$ cat config.mk
export PLATFORM = sky130hd
export DESIGN_NAME = pipe_stage_reg
export DESIGN_NICKNAME = d
export VERILOG_FILES = /design/src/rtl/pipe_stage_reg.sv
export SDC_FILE = /design/constraint.sdc
export NUM_CORES = 1
export LEC_CHECK = 0
export BUFFER_PORTS_ARGS = -buffer_cell sky130_fd_sc_hd__buf_2
export CORE_UTILIZATION = 57
export CTS_CLUSTER_DIAMETER = 150
export CTS_CLUSTER_SIZE = 10
export DETAILED_ROUTE_END_ITERATION = 12
export PLACE_DENSITY = 0.87
export SLEW_MARGIN = 20
export SYNTH_ARGS = -nofsm -noshare
export SYNTH_HDL_FRONTEND = slang
export SYNTH_SLANG_ARGS = --single-unit
$ cat constraint.sdc
create_clock -name CLK -period 3.3 [get_ports CLK]
set_clock_uncertainty 0.2 [all_clocks]
set_input_delay 0.66 -clock CLK [delete_from_list [all_inputs] [get_ports CLK]]
set_output_delay 0.66 -clock CLK [all_outputs]
set_load 0.02 [all_outputs]
$ cat src/rtl/pipe_stage_reg.sv
// ---------------------------------------------------------------------------
// pipe_stage_reg
//   Parametrised pipeline stage register placed between two datapath stages
//   (IF/ID, ID/EX, EX/MEM, MEM/WB). Carries LANES independent DATA_W-bit
//   fields, with lane 0 in the LSBs. A valid/ready handshake is backed by a
//   2-entry skid buffer, so in_ready is a registered signal. Flush discards
//   all stored entries and overrides every other control input. Stall holds
//   the output entry.
//
//   Optional feature macro: PIPE_STAGE_PERF_EN
//     defined   -> saturating stall/flush performance counters are built
//     undefined -> stall_cnt and flush_cnt are tied to 0
//
// Parameters
//   DATA_W     : width of one lane
//   LANES      : number of lanes
//   FLUSH_ZERO : 1 = flush also zeroes stored data (lane 0 reads as NOP)
//   CNT_W      : performance counter width
//
// Ports
//   CLK        in  rising-edge clock
//   RST_N      in  asynchronous active-low reset
//   Flush      in  discard all stored entries
//   Stall      in  downstream stage blocked; hold output
//   in_valid   in  upstream has data
//   in_data    in  upstream data (LANES*DATA_W)
//   in_ready   out stage can accept data (registered)
//   out_valid  out out_data is valid (registered)
//   out_data   out main entry contents (registered)
//   out_ready  in  downstream can accept data
//   stall_cnt  out cycles with a valid but blocked output
//   flush_cnt  out cycles with Flush asserted
// ---------------------------------------------------------------------------
module pipe_stage_reg #(
  parameter int unsigned DATA_W     = 32,
  parameter int unsigned LANES      = 2,
  parameter int unsigned FLUSH_ZERO = 1,
  parameter int unsigned CNT_W      = 16
) (
  input  logic                      CLK,
  input  logic                      RST_N,
  input  logic                      Flush,
  input  logic                      Stall,
  input  logic                      in_valid,
  input  logic [LANES*DATA_W-1:0]   in_data,
  output logic                      in_ready,
  output logic                      out_valid,
  output logic [LANES*DATA_W-1:0]   out_data,
  input  logic                      out_ready,
  output logic [CNT_W-1:0]          stall_cnt,
  output logic [CNT_W-1:0]          flush_cnt
);

  localparam int unsigned W = LANES * DATA_W;

  // EMPTY: M and S invalid; ONE: only M valid; FULL: M and S valid.
  typedef enum logic [1:0] {
    ST_EMPTY = 2'd0,
    ST_ONE   = 2'd1,
    ST_FULL  = 2'd2
  } state_t;

  state_t         state;
  logic [W-1:0]   skid_data;

  logic           acc_in;
  logic           acc_out;

  // Handshake qualifiers; Stall masks the downstream side only.
  assign acc_in  = in_valid & in_ready;
  assign acc_out = out_valid & out_ready & ~Stall;

  // Storage and state. Every output is updated here so all are registered.
  always_ff @(posedge CLK or negedge RST_N) begin
    if (!RST_N) begin
      state     <= ST_EMPTY;
      out_valid <= 1'b0;
      out_data  <= '0;
      skid_data <= '0;
      in_ready  <= 1'b1;
    end else if (Flush) begin
      // Flush overrides accept, drain and Stall; flush-cycle input is dropped.
      state     <= ST_EMPTY;
      out_valid <= 1'b0;
      in_ready  <= 1'b1;
      if (FLUSH_ZERO != 0) begin
        out_data  <= '0;
        skid_data <= '0;
      end
    end else begin
      unique case (state)
        ST_EMPTY: begin
          if (acc_in) begin
            out_data  <= in_data;
            out_valid <= 1'b1;
            state     <= ST_ONE;
          end
        end

        ST_ONE: begin
          if (acc_in && acc_out) begin
            // Sustained streaming: replace M in place.
            out_data <= in_data;
          end else if (acc_in) begin
            // M blocked: park the newer word in S and close the input.
            skid_data <= in_data;
            in_ready  <= 1'b0;
            state     <= ST_FULL;
          end else if (acc_out) begin
            out_valid <= 1'b0;
            state     <= ST_EMPTY;
          end
        end

        ST_FULL: begin
          // in_ready is low here, so only a drain can happen; S moves to M.
          if (acc_out) begin
            out_data <= skid_data;
            in_ready <= 1'b1;
            state    <= ST_ONE;
          end
        end

        default: begin
          state     <= ST_EMPTY;
          out_valid <= 1'b0;
          in_ready  <= 1'b1;
        end
      endcase
    end
  end

`ifdef PIPE_STAGE_PERF_EN
  localparam logic [CNT_W-1:0] CNT_MAX = {CNT_W{1'b1}};

  logic stall_evt;

  // A valid output that did not transfer this cycle.
  assign stall_evt = out_valid & ~(out_ready & ~Stall);

  // Saturating counters; only reset clears them, Flush does not.
  always_ff @(posedge CLK or negedge RST_N) begin
    if (!RST_N) begin
      stall_cnt <= '0;
      flush_cnt <= '0;
    end else begin
      if (stall_evt && (stall_cnt != CNT_MAX)) begin
        stall_cnt <= stall_cnt + CNT_W'(1);
      end
      if (Flush && (flush_cnt != CNT_MAX)) begin
        flush_cnt <= flush_cnt + CNT_W'(1);
      end
    end
  end
`else
  assign stall_cnt = '0;
  assign flush_cnt = '0;
`endif

endmodule

* After elaboration in Yosys (flattened, before gate mapping)
Cells that the tools add are included.
** Cells by class
- Reductions and logical operators :: 10
- Bitwise gates (word level) :: 4
- Muxes and demuxes :: 26
- Equal/unequal tests :: 13
** Operators by type and width (number)
- two-way mux 64 bit :: 7
- case mux 64 bit (3 select lines) :: 1
- != test 3 bit, second input constant :: 7
- two-way mux 2 bit :: 6
- AND reduction 4 bit :: 3
- two-way mux 1 bit :: 9
- != test 2 bit, second input constant :: 3
- case mux 1 bit (3 select lines) :: 2
- case mux 2 bit (3 select lines) :: 1
- AND reduction 5 bit :: 1
- != test 4 bit, second input constant :: 1
- nonzero test 2 bit :: 2
- nonzero test 4 bit :: 1
- bitwise AND 1 bit :: 3
- AND reduction 3 bit :: 1
- == test 2 x 1 -> 1 bit, second input constant :: 1
- == test 2 bit, second input constant :: 1
- logical NOT 2 bit :: 1
- logical AND 1 bit :: 1
- inverter 1 bit :: 1
** Word-level totals
- Output and inout bits :: 98
- Word-level logic and storage cells :: 58
- Input port bits :: 70
- Register bits after elaboration :: 132

* Depth between registers and ports, before layout
- Word-level depth :: 7
- Gate-level depth with buffers :: 7
- Mapped depth without buffers :: 4

* Worst setup path before layout
Ideal clock, no wire load.
- Path kind :: input -> register
- Start :: input port out_ready
- End :: register out_data[10]
- Buffers on the path :: 2
- Required time :: 2978 ps
- Library setup time :: 122 ps
- Data arrival time :: 1727 ps
- Slack :: 1252 ps
- Cell stages on the path :: 6
- Cells stage by stage :: and3b_1 buf_2 and2_4 o21ai_2 clkbuf_8 o2bb2ai_1
** On the way
- Cells in the longest elaborated chain, start to end :: 5
** Ends and longest elaborated chain
- start, declared :: RTL line 49 : input logic out_ready,
- bitwise AND 1 bit * (2 in series) :: RTL line 71 : assign acc_out = out_valid & out_ready & ~Stall;
- logical AND 1 bit :: RTL line 101 : if (acc_in && acc_out) begin
- != test 3 bit (no line)
- AND reduction 4 bit (no line) *
- end signal, assigned :: RTL line 94 : out_data <= in_data;
- end signal, assigned :: RTL line 103 : out_data <= in_data;
- end signal, assigned :: RTL line 118 : out_data <= skid_data;
- end, declared :: RTL line 48 : output logic [LANES*DATA_W-1:0] out_data,
Mark *: on every way between the ends. The rest lies on a longest branch, timed or not.
A chain may end at the register's enable or synchronous reset.

* Worst setup path after layout
- Start :: register state[0]
- End :: register out_data[58]
** On the way
- Cells in the longest elaborated chain, start to end :: 3
** Ends and longest elaborated chain
- start, declared :: RTL line 63 : state_t state;
- start signal, assigned :: RTL line 76 : state <= ST_EMPTY;
- start signal, assigned :: RTL line 83 : state <= ST_EMPTY;
- start signal, assigned :: RTL line 96 : state <= ST_ONE;
- == test 2 x 1 -> 1 bit, or another cell as far along :: RTL line 91 : unique case (state)
- != test 3 bit (no line), or another cell as far along
- AND reduction 4 bit (no line) or two-way mux 64 bit (tied branches)
Several ways; a longest one is shown, not always the timed one.

==> metrics.cfg <==
[clock_tree]
numCtsBuffers = 17
cts_max_level = 4
cts.path.max_buffers = 2
root_buffer = clkbuf_8
clock_latency_ns = 0.52
cts_setup_buffers = 0
ctsHoldBuffers = 0
tritoncts = built
cts.sinks = 132
clkSlewWorstSetupHoldPaths_ns = 0.06
cts_resized = 0

[worst_hold_path]
hp-class = in -> async

[floorplan]
pin_count = 168
die-area_sq_um = 11100
die_h_um = 105
die_w_um = 105
core.rowCount = 37
core_sq_um = 10400
initial_core_util_pct = 58.8

[sta]
fin_crit_sh_pct = 76.0
max_freq_mhz = 399
hold_ws_ns = -0.0178
max-slew-margin-rel_pct = 25.5
period_minus_slack_ns = 2.51
setup_viol = 0
rsz0062_at_grt = false
tns_ns = 0
finalHoldViolCount = 13
tightest_slew_ns = 1.12
drv_slew = 0

[logic_synthesis]
yosysSeqAreaShare_pct = 54.2
netlist_instances = 560
syn-mean-instance-area_sq_um = 10.9
synth_top_area_share_pct = 53.8
synth_edf_count = 0
synthFlopType = dfrtp_1
synth_seq_cells = 132
async_flop_share_pct = 100
synth.area.top_cells = dfrtp_1 (54%), mux2i_1 (10%), nand2_1 (7.9%), o2bb2ai_1 (7.3%), a21oi_1 (5.7%)
synthDistinctLibCells = 33
yosysTopAreaCell = dfrtp_1
synth_area_sq_um = 6100
yosysWarnings = 0

[placement]
port_buffers = 135
dpl_cell_area_sq_um = 6670
dpl.hpwl_mm = 8.87
gp_congestion = 0.801

[setup_path]
crit_arrival_ns = 2.76
cpPeakStageDelay_ns = 0.85
start_kind = flip-flop
cp-end-kind = flip-flop
cp-startpoint = state[0]$_DFFE_PN0P_
worst_r2r_path_depth = 5
worstPathMaxFanout = 65
critical_path.cell_chain = nor2b_4 -> buf_4 -> nand3_1 -> a221oi_1 -> a21o_1
reg2reg_from = state[0]$_DFFE_PN0P_
required_ns = 3.55
cp_slowest_cell = buf_4
critPathKind = reg -> reg

[global_routing]
gr-total-overflow = 0
grt_pass1_vias = 4656
track_usage_pct = 26.9
grt_antenna_before_repair = 0
grt_max_degree = 66
grt_pass1_wl_mm = 23.1

[detailed_routing]
drtAntennaViolNets = 0
vias = 4716
dr.pass1.iters = 6
wl_per_cell_um = 17.2
first_iter_violations = 345
route.detailed.drc = 0
viasPerCell = 5.70
wirelength_mm = 14.2

[run_status]
violations = negative hold slack
status = complete, but fails checks

[final_layout]
finalNetCount = 750
antennaDiodeCount = 0
syn2layout_area_growth_pct = 18.8
design_area_sq_um = 7240
drive_above_1_share_pct = 28.2

[pwr]
power_density_nw_per_um2 = 618
power.leakage_nw = 3.35
vdd_drop_max_uv = 327
total_power_mw = 4.48

[flow_run]
drv_cap = 0

## final cells by class
cell class              instances  area (sq um)
repair buffers                145           778
multi-input cells             382          2410
flip-flops and latches        132          3300
well taps                     136           170
clock inverters                 9           103
inverters                       2          7.51
fillers                       738          3130
clock buffers                  22           473
## flip-flops by register name (all words and copies together), names as in the netlist
name	flops
out_valid	1
skid_data	64
state	2
in_ready	1
out_data	64
## synth_stat cells, types with 2 or more instances
cell type and instances:
mux2i_1 63, buf_4 34, nor3_1 2, buf_6 10, nor2_1 3, o21ai_0 3
o2bb2ai_1 51, buf_1 4, inv_1 2, o2bb2ai_2 12, clkbuf_1 11, nand2_1 129
a21oi_1 70, dfrtp_1 131, and3b_1 2, nand3_1 3, buf_2 14
## placed cells by master (no fill, tap or decap), drive strengths merged
cell type and n:
nand3b 2, dfrtp 131, conb 32, nor2b 1, clkinvlp 3, nand2 129, clkbuf 22, and3b 2
and3 1, inv 2, nor2 3, buf 145, o2bb2ai 63, a21o 1, o32a 1, nand3 4
nor3 3, dfstp 1, a221oi 1, a21oi 70, o21a 1, mux2i 63, clkinv 4, and2 1
o21ai 4, bufinv 2
## power breakdown
part	internal [mW]	switching (mW)	leakage, nW
logic	0.266	0.519	1.27
registers	1.76	0.104	1.80
clock network	1.14	0.679	0.279
## worst paths after layout
kind | to | slack [ns]
max in group asynchronous | in_ready$_DFFE_PN1P_ | 2.11
min in group CLK | skid_data[13]$_DFFE_PN0P_ | 0.19
worst max register to register | out_data[58]$_DFFE_PN0P_ | 0.79
worst max-delay path | out_data[58]$_DFFE_PN0P_ | 0.79
worst min-delay path | out_data[8]$_DFFE_PN0P_ | -0.02
worst min register to register | out_data[8]$_DFFE_PN0P_ | 0.29
## critical path, delay by kind of cell, from the launching register on
family                 cells  cell delay, ns
flip-flops                 1            0.52
AO/OA/AOI/OAI              2            0.52
buffers and inverters      1            0.85
AND/OR/NAND/NOR            2            0.32
## routing by layer
metal	vias to the layer above	global-route usage [%]	share of wire, %
li1	2117	-	-
met1	2381	36.0	43
met2	193	42.5	49
met3	25	6.56	6.0
met4	0	10.4	1.8
met5	-	0	0
## through the flow
step                cells  utilization (%)  setup slack, ns  hold slack, ns
detailed placement    797             64.3            0.692           0.270
finish                828             69.8            0.793         -0.0178
global route          828             69.8            0.616          0.0307
global placement      797             64.3            0.785           0.267
floorplan             591                -             1.25           0.164
CTS                   828             69.8            0.821          0.0110
## logic make-up after synthesis
family,Yosys count,synth area share [%]
DFF,132,54.2
AOI/OAI and AO/OA,141,17.0
buffers and inverters,77,8.53
and+or+nand+nor,146,9.91
muxes,63,10.3
other,1,0.0615
Power figures use the tool's default switching activity.
